<file path="src/rtl/inv_shift_rows_stage.sv">
// AES-128 InvShiftRows as a one-deep registered pipeline stage with valid/ready handshake.
// Optional macro INV_SHIFT_ROWS_FWD_SEL_EN adds fwd_sel to select forward ShiftRows per state.
module inv_shift_rows_stage (
    input  logic         clk,
    input  logic         n_rst,
    input  logic         in_valid,
    output logic         in_ready,
    input  logic [127:0] invByteSData,
`ifdef INV_SHIFT_ROWS_FWD_SEL_EN
    input  logic         fwd_sel,
`endif
    output logic         out_valid,
    input  logic         out_ready,
    output logic [127:0] invShiftRowData
);

    logic         valid_r;
    logic [127:0] data_r;
    logic [127:0] perm_s;
    logic         accept_s;

    // Byte k occupies bits [127-8k -: 8]; state is column-major (row = k%4, col = k/4).
    function automatic logic [7:0] byte_at(input logic [127:0] s, input int k);
        byte_at = s[127 - 8 * k -: 8];
    endfunction

    // Rows 1/2/3 rotated right by 1/2/3 columns.
    function automatic logic [127:0] inv_shift_rows(input logic [127:0] s);
        inv_shift_rows = {byte_at(s, 0),  byte_at(s, 13), byte_at(s, 10), byte_at(s, 7),
                          byte_at(s, 4),  byte_at(s, 1),  byte_at(s, 14), byte_at(s, 11),
                          byte_at(s, 8),  byte_at(s, 5),  byte_at(s, 2),  byte_at(s, 15),
                          byte_at(s, 12), byte_at(s, 9),  byte_at(s, 6),  byte_at(s, 3)};
    endfunction

`ifdef INV_SHIFT_ROWS_FWD_SEL_EN
    // Rows 1/2/3 rotated left by 1/2/3 columns (encrypt direction).
    function automatic logic [127:0] fwd_shift_rows(input logic [127:0] s);
        fwd_shift_rows = {byte_at(s, 0),  byte_at(s, 5),  byte_at(s, 10), byte_at(s, 15),
                          byte_at(s, 4),  byte_at(s, 9),  byte_at(s, 14), byte_at(s, 3),
                          byte_at(s, 8),  byte_at(s, 13), byte_at(s, 2),  byte_at(s, 7),
                          byte_at(s, 12), byte_at(s, 1),  byte_at(s, 6),  byte_at(s, 11)};
    endfunction
`endif

    assign in_ready = ~valid_r | out_ready;
    assign accept_s = in_valid & in_ready;

    // Select the permutation applied to the incoming state.
    always_comb begin
        perm_s = inv_shift_rows(invByteSData);
`ifdef INV_SHIFT_ROWS_FWD_SEL_EN
        if (fwd_sel) begin
            perm_s = fwd_shift_rows(invByteSData);
        end else begin
            perm_s = inv_shift_rows(invByteSData);
        end
`endif
    end

    // Output register: load on accept, hold under backpressure, clear valid on drain.
    always_ff @(posedge clk or negedge n_rst) begin
        if (!n_rst) begin
            valid_r <= 1'b0;
            data_r  <= 128'h0;
        end else if (accept_s) begin
            valid_r <= 1'b1;
            data_r  <= perm_s;
        end else if (out_ready) begin
            valid_r <= 1'b0;
        end else begin
            valid_r <= valid_r;
        end
    end

    assign out_valid       = valid_r;
    assign invShiftRowData = data_r;

endmodule

</file>
<file path="config.mk">
export PLATFORM = sky130hd
export DESIGN_NAME = inv_shift_rows_stage
export DESIGN_NICKNAME = d
export VERILOG_FILES = /design/src/rtl/inv_shift_rows_stage.sv
export SDC_FILE = /design/constraint.sdc
export NUM_CORES = 1
export LEC_CHECK = 0
export BUFFER_PORTS_ARGS = -buffer_cell sky130_fd_sc_hd__buf_4
export CAP_MARGIN = 20
export CORE_ASPECT_RATIO = 1.2
export CORE_UTILIZATION = 51
export CTS_BUF_LIST = sky130_fd_sc_hd__clkbuf_4
export DETAILED_ROUTE_END_ITERATION = 10
export PLACE_DENSITY = 0.84
export SKIP_LAST_GASP = 1
export SLEW_MARGIN = 20
export SYNTH_ARGS = -nofsm -noshare
export SYNTH_HDL_FRONTEND = slang
export SYNTH_SLANG_ARGS = --single-unit
</file>
<file path="constraint.sdc">
create_clock -name clk -period 4.1 [get_ports clk]
set_clock_uncertainty 0.15 [all_clocks]
set_input_delay 0.615 -clock clk [delete_from_list [all_inputs] [get_ports clk]]
set_output_delay 0.615 -clock clk [all_outputs]
set_load 0.02 [all_outputs]
</file>
==> flow_metrics.tcl <==
set metrics [dict create \
    crit_arrival_ps 2330 \
    crit_chain "nand2b_4 > nand2_8 > buf_4 > mux2_2" \
    io_buffers 261 \
    synthesis.nets 406 \
    grt_pass1_vias 3600 \
    coreArea_um2 10100 \
    drt_first_pass_iters 4 \
    grt_max_degree 69 \
    cts_resized 0 \
    synth_top_family_by_area "multiplexers" \
    totalWireLength_um 11900 \
    use_met1_pct 25.3 \
    ios 262 \
    cp_slowest_cell "nand2_8" \
    layout_common_cells "263 x buf_4, 129 x dfrtp_1, 103 x mux2_4, 25 x mux2_2, 20 x clkbuf_4" \
    max-vdd-ir-drop_mv 0.219 \
    muxShareOfSynthArea_pct 34.2 \
    total_power_w 0.00345 \
    run_status "finished, final reports clean" \
    cellPowerDensity_nw_per_um2 457 \
    postCtsSetupBuffers 0 \
    worstSetupEndpointType "flip-flop" \
    nets 676 \
    final-hold-violation-count 0 \
    clock-root-buffer "clkbuf_4" \
    drive_gt1_share_pct 75.7 \
    p_leak_nw 3.96 \
    overflow 0 \
    dieArea_um2 10900 \
    fp-row-count 40 \
    htree_num_levels 4 \
    grt_busiest_layer "met2" \
    ys_types 8 \
    finalCritPeriodShare_pct 50.7 \
    yosys.area_share.simple_pct 0.586 \
    start_kind "flip-flop" \
    rsz0062_at_grt "no" \
    cts_buffers 17 \
    die_w_um 95.4 \
    yosys.area_share.adder_pct 0 \
    fin_crit_ps 2080 \
    hpwlAfterDp_um 8900 \
    fin_setup_tns_ps 0 \
    antenna_found_initial 1 \
    cts_sinks 129 \
    synth_top_area_share_pct 60.4 \
    drc_errors 0 \
    max_stage_delay_ps 500 \
    final_common_cell "buf_4" \
    worstPathRequired_ps 4350 \
    place_area_um2 7270 \
    final_area_um2 7540 \
    clkLatencyLatePin_ps 500 \
    initial_core_util_pct 52.8 \
    avgSynthCellArea_um2 19.5 \
    yosysTopAreaCell "dfrtp_1" \
    drv_slew 0 \
    seq_area_frac_synth_pct 60.4 \
    synth_cells 274 \
    path_class "flip-flop to flip-flop" \
    gp_congestion 0.784 \
    max_freq_mhz 481 \
    via_count 3312 \
    syn_to_final_growth_pct 41.2 \
    clkTransAtPathRegs_ps 110 \
    die_h_um 114 \
    synth_compound_gate_area_share_pct 0 \
    finalSetupViolCount 0 \
    synthXorXnorAreaFrac_pct 0 \
    met3_usage_pct 7.97 \
    ctsHoldBuffers 0 \
    tightest_slew_ps 860 \
    synthesis.area_um2 5340 \
    cts_buffer_depth 2 \
    final_cells 682 \
    cts_tree "built" \
    grt_pass1_wl_um 18300 \
    slew_headroom_pct 42.7 \
    numPlacedInstances 651 \
    synth-seq-cells 129 \
    cp_max_fo 66 \
    min_path_type "input pin to async pin" \
    wire_per_inst_um 17.5 \
    ys_warn_count 0 \
    drtIter0Drc 69 \
    synth.area.top_cells "dfrtp_1 60%, mux2_4 29%, mux2_2 5.3%" \
    viasPerCell 4.86 \
    ant_nets 0 \
    use_met2_pct 39.0 \
    maxCapViolCount 0 \
    track_usage_pct 22.9 \
]
-- Yosys cell counts --
cell type / instances
dfrtp_1: 129
mux2_4: 103
mux2_2: 25
buf_12: 11
buf_6: 3
nand2_4: 1
nand2b_1: 1
nand2b_4: 1
-- final timing paths --
kind                                                  start                          endpoint  slack, ps  depth (start not counted)
min reg2reg                invShiftRowData[117]$_DFFE_PN0P_  invShiftRowData[117]$_DFFE_PN0P_        360                          1
min                                                   n_rst   invShiftRowData[21]$_DFFE_PN0P_         40                          1
max in group asynchronous                             n_rst   invShiftRowData[15]$_DFFE_PN0P_       2910                          2
max                                   out_valid$_DFFE_PN0P_  invShiftRowData[104]$_DFFE_PN0P_       2020                          4
min in group clk                           invByteSData[10]   invShiftRowData[74]$_DFFE_PN0P_        180                          2
max reg2reg                           out_valid$_DFFE_PN0P_  invShiftRowData[104]$_DFFE_PN0P_       2020                          4
-- registers in the layout, summed over array words and instances, names as in the netlist --
name	count
invShiftRowData	128
out_valid	1
-- metal layers --
layer	wire, µm	vias up
met3	988	26
met5	0	-
met4	328	0
met1	4300	1631
met2	6310	155
li1	-	1500
-- worst max-delay path: cells and delay by family, from the launching register on --
kind	cells	cell delay (ps)
buffers and inverters	1	420
DFF	1	410
muxes	1	370
and+or+nand+nor	2	590
-- metrics by stage --
stage	hold WS, ps	setup WS, ps	util [%]
2_1_floorplan	169	2340	-
4_1_cts	37.3	2010	74.6
5_1_grt	62.2	1930	74.6
3_5_place_dp	343	1610	71.9
3_3_place_gp	340	1650	71.9
6_report	42.4	2020	74.6
-- final cells by class --
type	instances	area, µm²
sequential	129	3230
fill	658	2570
timing repair buffer	265	2010
multi-input combinational	131	1870
tap	126	158
clock buffer	20	150
clock inverter	10	119
antenna	1	2.50
-- cell families after synthesis --
family | count (synthesis)
muxes | 128
and+or+nand+nor | 3
buffers and inverters | 14
DFF | 129
-- power breakdown --
| part | switching (W) | leakage (nW) | internal, W |
|---|---|---|---|
| combinational | 0.000465 | 2.30 | 0.000567 |
| clock | 0.000421 | 0.150 | 0.000425 |
| sequential | 0.000113 | 1.51 | 0.00146 |
| total | 0.000999 | 3.96 | 0.00245 |
No activity file was read; power rests on OpenSTA's default activity.
